## src/rtl/alu4_cmd_pipe.sv

```systemverilog
// Generic synchronous FIFO with a wrap bit on each pointer to tell full from empty.
// Latency: a pushed word is visible at the head one edge after the push.
// Backpressure: push is ignored while full and pop is ignored while empty; full is purely registered state.
module sync_fifo #(
    parameter int WIDTH = 8,
    parameter int DEPTH = 4
) (
    input  logic             clk,
    input  logic             rst,
    input  logic             push,
    input  logic [WIDTH-1:0] wr_dat,
    input  logic             pop,
    output logic [WIDTH-1:0] head_dat,
    output logic             full,
    output logic             empty
);
    localparam int AW = (DEPTH > 1) ? $clog2(DEPTH) : 1;
    localparam logic [AW:0] PTR_ONE = 1;

    logic [AW:0]      wr_ptr;
    logic [AW:0]      rd_ptr;
    logic [WIDTH-1:0] mem [DEPTH];
    logic             do_push;
    logic             do_pop;

    assign do_push  = push && !full;
    assign do_pop   = pop && !empty;
    assign empty    = (wr_ptr == rd_ptr);
    assign full     = (wr_ptr[AW] != rd_ptr[AW]) && (wr_ptr[AW-1:0] == rd_ptr[AW-1:0]);
    assign head_dat = mem[rd_ptr[AW-1:0]];

    // Advance read/write pointers; the top bit records which lap each pointer is on.
    always_ff @(posedge clk or posedge rst) begin
        if (rst) begin
            wr_ptr <= '0;
            rd_ptr <= '0;
        end else begin
            if (do_push) wr_ptr <= wr_ptr + PTR_ONE;
            if (do_pop)  rd_ptr <= rd_ptr + PTR_ONE;
        end
    end

    // Storage array; contents need no reset because empty masks stale entries.
    always_ff @(posedge clk) begin
        if (do_push) mem[wr_ptr[AW-1:0]] <= wr_dat;
    end
endmodule

// Command queue in front of alu_4bit with a registered result stage and sticky status.
// Latency: command pushed at edge k into an idle pipe shows out_valid after edge k+1.
// Backpressure: in_ready = !full (registered); result register holds while out_ready is low.
module alu4_cmd_pipe #(
    parameter int DEPTH = 4,
    parameter int CNT_W = 8
) (
    input  logic             clk,
    input  logic             rst,
    input  logic             in_valid,
    output logic             in_ready,
    input  logic [3:0]       in_a,
    input  logic [3:0]       in_b,
    input  logic [2:0]       in_op,
    output logic [3:0]       alu_a,
    output logic [3:0]       alu_b,
    output logic [2:0]       alu_op,
    input  logic [3:0]       alu_y,
    input  logic             alu_c,
    input  logic             alu_v,
    input  logic             alu_z,
    input  logic             alu_s,
    output logic             out_valid,
    input  logic             out_ready,
    output logic [3:0]       out_y,
    output logic             out_c,
    output logic             out_v,
    output logic             out_z,
    output logic             out_s,
    output logic             out_err,
    input  logic             clr_sticky,
    output logic             sticky_c,
    output logic             sticky_v,
    output logic [CNT_W-1:0] done_cnt
);
    typedef struct packed {
        logic [3:0] a;
        logic [3:0] b;
        logic [2:0] op;
    } cmd_t;

    localparam logic [CNT_W-1:0] CNT_ONE = 1;

    cmd_t in_cmd;
    cmd_t head_cmd;
    logic full;
    logic empty;
    logic cap;
    logic illegal;

    assign in_cmd   = '{a: in_a, b: in_b, op: in_op};
    assign in_ready = !full;
    assign cap      = !empty && (!out_valid || out_ready);

    sync_fifo #(
        .WIDTH ($bits(cmd_t)),
        .DEPTH (DEPTH)
    ) u_cmd_fifo (
        .clk      (clk),
        .rst      (rst),
        .push     (in_valid),
        .wr_dat   (in_cmd),
        .pop      (cap),
        .head_dat (head_cmd),
        .full     (full),
        .empty    (empty)
    );

    // Present the queue head to the ALU, forced to zero when nothing is queued.
    always_comb begin
        alu_a  = 4'd0;
        alu_b  = 4'd0;
        alu_op = 3'd0;
        if (!empty) begin
            alu_a  = head_cmd.a;
            alu_b  = head_cmd.b;
            alu_op = head_cmd.op;
        end
    end

    // Opcodes above XOR have no ALU meaning; their results are replaced by zeros and an error bit.
    assign illegal = (head_cmd.op > 3'd4);

    // Result holding register: load on capture, drop valid once consumed with nothing behind it.
    always_ff @(posedge clk or posedge rst) begin
        if (rst) begin
            out_valid <= 1'b0;
            out_y     <= 4'd0;
            out_c     <= 1'b0;
            out_v     <= 1'b0;
            out_z     <= 1'b0;
            out_s     <= 1'b0;
            out_err   <= 1'b0;
        end else if (cap) begin
            out_valid <= 1'b1;
            out_err   <= illegal;
            out_y     <= illegal ? 4'd0 : alu_y;
            out_c     <= illegal ? 1'b0 : alu_c;
            out_v     <= illegal ? 1'b0 : alu_v;
            out_z     <= illegal ? 1'b0 : alu_z;
            out_s     <= illegal ? 1'b0 : alu_s;
        end else if (out_valid && out_ready) begin
            out_valid <= 1'b0;
        end
    end

    // Status path: clear wins over a same-edge capture; illegal commands count but never set sticky bits.
    always_ff @(posedge clk or posedge rst) begin
        if (rst) begin
            sticky_c <= 1'b0;
            sticky_v <= 1'b0;
            done_cnt <= '0;
        end else if (clr_sticky) begin
            sticky_c <= 1'b0;
            sticky_v <= 1'b0;
            done_cnt <= '0;
        end else if (cap) begin
            done_cnt <= done_cnt + CNT_ONE;
            if (!illegal) begin
                sticky_c <= sticky_c | alu_c;
                sticky_v <= sticky_v | alu_v;
            end
        end
    end
endmodule

```

## config.mk

```make
export PLATFORM = sky130hd
export DESIGN_NAME = alu4_cmd_pipe
export DESIGN_NICKNAME = d
export VERILOG_FILES = /design/src/rtl/alu4_cmd_pipe.sv
export SDC_FILE = /design/constraint.sdc
export NUM_CORES = 1
export LEC_CHECK = 0
export ABC_AREA = 1
export BUFFER_PORTS_ARGS = -buffer_cell sky130_fd_sc_hd__buf_2
export CAP_MARGIN = 20
export CELL_PAD_IN_SITES_DETAIL_PLACEMENT = 0
export CELL_PAD_IN_SITES_GLOBAL_PLACEMENT = 2
export CORE_UTILIZATION = 31
export DETAILED_ROUTE_END_ITERATION = 7
export MAX_ROUTING_LAYER = met4
export PLACE_DENSITY = 0.7
export SLEW_MARGIN = 30
export SYNTH_ARGS = -nofsm -noshare
export SYNTH_HDL_FRONTEND = slang
export SYNTH_SLANG_ARGS = --single-unit
```

## constraint.sdc

```tcl
create_clock -name clk -period 1.6 [get_ports clk]
set_input_delay 0.08 -clock clk [delete_from_list [all_inputs] [get_ports clk]]
set_output_delay 0.08 -clock clk [all_outputs]
set_load 0.02 [all_outputs]
```

==> After elaboration in Yosys (flattened, before gate mapping) <==
Memories as Yosys holds them, arrays and structs flattened.
Cells that the tools add are included.
{ "word_totals": {"romBits": 0, "mem_bits_rw": 44, "regBits": 26, "input_bits": 24, "mem_count": 1, "latch_bits": 0, "out_inout_bits": 32} }
{ "classes": {"bitwise_logic": 2, "multipliers": 0, "eq_ne": 4, "n_shift": 0, "magnitude_cmp": 1, "n_div": 0, "reduce_logical": 12, "n_addsub": 3, "n_mux": 20} }
{ "memory_table": {"columns": ["name", "depth", "word_bits", "read_ports", "rd_clocked_by_memory_dff", "wr", "line", "text"], "rows": [
  ["u_cmd_fifo.mem", 4, 11, 1, 0, 1, "22", "logic [WIDTH-1:0] mem [DEPTH];"]
]} }
{ "ops": {"columns": ["cell", "count"], "rows": [
  ["two-way mux 8 bit", 2],
  ["two-way mux 1 bit", 14],
  ["two-way mux 4 bit", 3],
  ["adder 8 x 1 -> 8 bit (second input constant)", 1],
  ["adder 3 x 1 -> 3 bit (second input constant)", 2],
  ["logical AND 1 bit", 5],
  ["nonzero test 2 bit", 2],
  ["equality test 3 bit", 1],
  ["greater-than comparator 3 bit (second input constant)", 1],
  ["zero test 1 bit", 3],
  ["two-way mux 3 bit", 1],
  ["equality test 2 bit", 1],
  ["inequality test 2 bit (second input constant)", 1],
  ["OR 1 bit", 2],
  ["AND reduction 2 bit", 1],
  ["logical OR 1 bit", 1],
  ["inequality test 1 bit", 1]
]} }

==> Depth between registers and ports, before layout <==
{ "logic_depth": {"ltp_word": 6, "depth_mapped": 11} }

==> By module <==
From an unflattened synthesis, not the netlist that was laid out.
{ "unflattened": {"hier_cells": 296, "area_unflattened_um2": 3086.7} }
{ "by_module_without_submodules": {"columns": ["module", "seq_area_each_um2", "area_per_inst_um2", "n_inst", "cells_each"], "rows": [
  ["sync_fifo", 1471.4, 2090.8, 1, 169],
  ["alu4_cmd_pipe", 500.5, 996.0, 1, 127]
]} }

==> Worst setup path before layout <==
Ideal clock, no wire load.
{ "synth_path": {"path_type": "register to register", "startpoint": "reg u_cmd_fifo.rd_ptr[0]", "endpoint": "mem u_cmd_fifo.mem[3][0] (netlist bit), enable pin", "arrival_time_ns": 1.562, "n_path_buf": 1, "required_time_ns": 1.220, "setup_time_ns": 0.380, "path_slack_ns": -0.342, "stages_incl_launch_ff": 6, "cell_sequence": "dfrtp_1 -> buf_6 -> xnor2_2 -> nand4_1 -> nand2_2 -> nor2_1"} }
{ "synth_between": {"elab_chain_cells": 6} }
{ "synth_lines": {"columns": ["element", "line", "text"], "rows": [
  ["start, declared", "21", "logic [AW:0] rd_ptr;"],
  ["start signal, assigned", "39", "if (do_pop) rd_ptr <= rd_ptr + PTR_ONE;"],
  ["equality test 2 bit", "29", "assign full = (wr_ptr[AW] != rd_ptr[AW]) && (wr_ptr[AW-1:0] == rd_ptr[AW-1:0]);"],
  ["logical AND 1 bit", "29", null],
  ["zero test 1 bit", null, null],
  ["net in_ready", "59", "output logic in_ready,"],
  ["logical AND 1 bit", "26", "assign do_push = push && !full;"],
  ["two-way mux 1 bit", "45", "if (do_push) mem[wr_ptr[AW-1:0]] <= wr_dat;"],
  ["two-way mux 1 bit (implied by the code)", "45", null],
  ["end, declared", "22", null]
]} }
The timed path passes the listed nets, and every way through them passes these cells.

==> Worst setup path in the final report <==
{ "layout_path": {"startpoint": "reg u_cmd_fifo.rd_ptr[0]", "endpoint": "out alu_a[0]"} }
{ "layout_between": {"elab_chain_cells": 2, "word_cells_on_any_way": 3} }
{ "layout_lines": {"columns": ["element", "line", "text"], "rows": [
  ["memory (4 x 11 bit) or equality test 3 bit (tied branches)", null, null],
  ["two-way mux 4 bit *", "122", "if (!empty) begin"],
  ["end, declared", "63", "output logic [3:0] alu_a,"]
]} }
Every way passes the cells marked *; elsewhere a longest branch is shown, timed or not.

==> flow_summary.json <==
{
  "status": "finished with violations",
  "violations": "negative setup slack",
  "grt_use_total_pct": 15.2,
  "slew_headroom_pct": 72.1,
  "wl_per_cell_um": 13.6,
  "crit_chain": "buf_6 > xnor2_4 > nand3_4 > clkbuf_16 > nand2_4 > inv_2 > buf_6",
  "critPathBufInv": 4,
  "p_leak_uw": 0.00200,
  "synthTopCellsByArea": "edfxtp_1, dfrtp_1, nand2_1",
  "io_pins": 56,
  "ys_seq_area_share_pct": 63.3,
  "fin_crit_ps": 1720,
  "cp_top_family": "buffers and inverters",
  "crit_fanout": 5,
  "drv_slew": 0,
  "final-seq-area_um2": 1970,
  "setup_slack_ps": -116,
  "max_stage_delay_ps": 440,
  "holdWs_ps": 74.9,
  "clk_pin_slew_worst_paths_ps": 80,
  "start_util_pct": 31.9,
  "vias": 2420,
  "crit_top_cell": "buf_6",
  "clock-sinks": 70,
  "fmax_mhz": 583,
  "synthesis.area_um2": 3120,
  "die_w_um": 102,
  "hold_class": "input pin to register",
  "p_per_area_nw_per_um2": 2060,
  "fillCellCount": 942,
  "path_class": "register to output port",
  "fin_crit_sh_pct": 107,
  "grt_antenna_before_repair": 0,
  "wl_um": 7400,
  "grt_pass1_vias": 2171,
  "clk_path_buf_depth": 2,
  "cts_made_buffers": 9,
  "place_area_um2": 3670,
  "hold_violations": 0,
  "hpwlAfterDp_um": 4490,
  "io_buffers": 55,
  "synth_edf_count": 44,
  "die_h_um": 102,
  "htreeDepth": 3,
  "yosysMostFrequentCell": "nand2_1",
  "num_rows": 36,
  "reg2reg_slack_ps": -80,
  "ys_warn_count": 0,
  "synthCells": 304,
  "critPathLaunchType": "register",
  "layout-drive-gt1-share_pct": 38.1,
  "drt_iter0_drc": 51,
  "synth_nets": 334,
  "area_delta_synth_final_pct": 45.1,
  "synth_top_area_share_pct": 42.4,
  "cts_tree": "yes",
  "synth_cell_types": 26,
  "maxCapViolations": 0,
  "grt_max_degree": 27,
  "multi_input_area_um2": 1170,
  "clkLatencyLatePin_ps": 340,
  "grt_pass1_wl_um": 11200,
  "synth_commonest_cells": "nand2_1, edfxtp_1, inv_1, nor2_1, dfrtp_1",
  "fp.coreArea_um2": 9770,
  "crit_path_end_kind": "output port",
  "setup_viol": 56,
  "cts_root_buf": "clkbuf_8",
  "skew_ps": 10.7,
  "crit_required_ps": 1520,
  "syn_area_per_cell_um2": 10.2,
  "peakVddDrop_uv": 818,
  "drtAntennaViolNets": 0,
  "drc": 0,
  "synth_area_leader_cell": "edfxtp_1",
  "finalNetCount": 435,
  "antennaDiodeCount": 0,
  "fin_area_um2": 4520,
  "synth.ff_latch_count": 70,
  "grt_overflow_total": 0,
  "worst_pin_slew_ps": 417,
  "vias_per_cell": 4.46,
  "rsz0062_at_grt": "true",
  "crit_arrival_ps": 1640,
  "dr.pass1.iters": 4,
  "dieArea_um2": 10500,
  "synth_flop_cell": "edfxtp_1",
  "place_congestion": 0.712,
  "synth_async_sr_flop_share_pct": 37.1,
  "pre_cts_ws_ps": 21.9,
  "cp_slowest_cell": "dfrtp_2"
}
[where the power goes]
group          total (uW)  switching (uW)  internal (uW)
Clock                1370             662            708
Sequential           2690             246           2440
Combinational        5270            2990           2280
[final timing paths]
check                                                  from                                to  depth (start not counted)
max                        u_cmd_fifo.rd_ptr[0]$_DFFE_PP0P_                          alu_a[0]                          7
min                                              clr_sticky           done_cnt[3]$_DFFE_PP0P_                          4
max reg2reg                u_cmd_fifo.rd_ptr[0]$_DFFE_PP0P_    u_cmd_fifo.mem[3][8]$_DFFE_PP_                          6
min reg2reg                               out_s$_DFFE_PP0P_                 out_s$_DFFE_PP0P_                          2
max in group asynchronous                               rst  u_cmd_fifo.rd_ptr[0]$_DFFE_PP0P_                          4
min in group asynchronous                               rst              out_y[0]$_DFFE_PP0P_                          4
[tightest hold or removal path, delay by kind of cell]
family / cells / cell delay, ps
simple gates: 3 / 170
buf+inv: 1 / 140
[area by class of cell]
cell class / instances / area share (%)
Clock buffer: 9 / 2.74
Multi-Input combinational cell: 189 / 26.0
Clock inverter: 6 / 1.41
Inverter: 34 / 3.21
Timing Repair Buffer: 101 / 19.3
Tap cell: 133 / 3.68
Sequential cell: 70 / 43.7
[repair_timing]
item / CTS / global route
hold buffers: 20 / 0
gates cloned: 1 / 2
pin swaps: 3 / 14
gates resized for setup: 17 / 84
setup endpoints to repair: 11 / 76
endpoints found under the hold margin: 78 / 0
buffers inserted: 4 / 9
[sequential cells by signal, summed over array words and instances, names as in the netlist]
signal,flops
u_cmd_fifo.mem,44
out_c,1
out_valid,1
sticky_v,1
out_s,1
out_y,4
out_v,1
u_cmd_fifo.wr_ptr,3
out_z,1
sticky_c,1
u_cmd_fifo.rd_ptr,3
done_cnt,8
out_err,1
[metrics by stage]
| stage | util (%) | power (uW) | std cells | setup TNS (ps) |
|---|---|---|---|---|
| after floorplan | - | 5190 | 304 | -1510 |
| final | 46.2 | 9330 | 542 | -4290 |
| after detailed placement | 37.6 | 6420 | 494 | 0 |
| after CTS | 42.7 | 8210 | 534 | -2280 |
| after global routing | 46.2 | 9980 | 542 | -7540 |
| after global placement | 37.6 | 6420 | 494 | 0 |
[metal layers]
layer	routed length, um	track usage (%)	part of all wire [%]	vias up
li1	-	-	-	1206
met1	3620	20.1	49	1166
met2	3460	22.9	47	36
met3	212	3.28	2.9	12
met4	107	5.27	1.4	0
met5	0	-	0	-
[logic make-up (layout without fill, tap and decap cells)]
logic type      after synthesis  in the layout  share of synthesized area, %
compound gates               33             33                          5.62
xor+xnor                      7              7                          2.21
fa+ha+maj                     6              6                          2.41
buf+inv                      45            150                          6.79
flops                        70             70                          63.3
simple gates                143            143                          19.7
[cell usage in the layout (no fill, tap or decap), types with 2 or more instances in the layout]
master         instances
o22ai_1                3
inv_1                 20
nand2_2               10
clkbuf_8               9
dfrtp_1               25
buf_4                 14
inv_2                 12
xor2_1                 6
nand4_1                3
nor2_4                 6
buf_8                  2
buf_6                 13
clkinvlp_4             2
buf_12                 6
clkinv_2               2
or2_2                  2
o21ai_0               11
nand3_2                5
edfxtp_1              44
nor2_1                22
o22ai_2                5
nor3_1                 2
nand3_4                3
nand2_8                2
nor2_2                 4
ha_1                   6
nand2_1               58
clkbuf_16              2
buf_2                 44
o21ai_1               13
nand2_4                7
dlygate4sd3_1         20
nand3_1               19
Power figures use the tool's default switching activity.
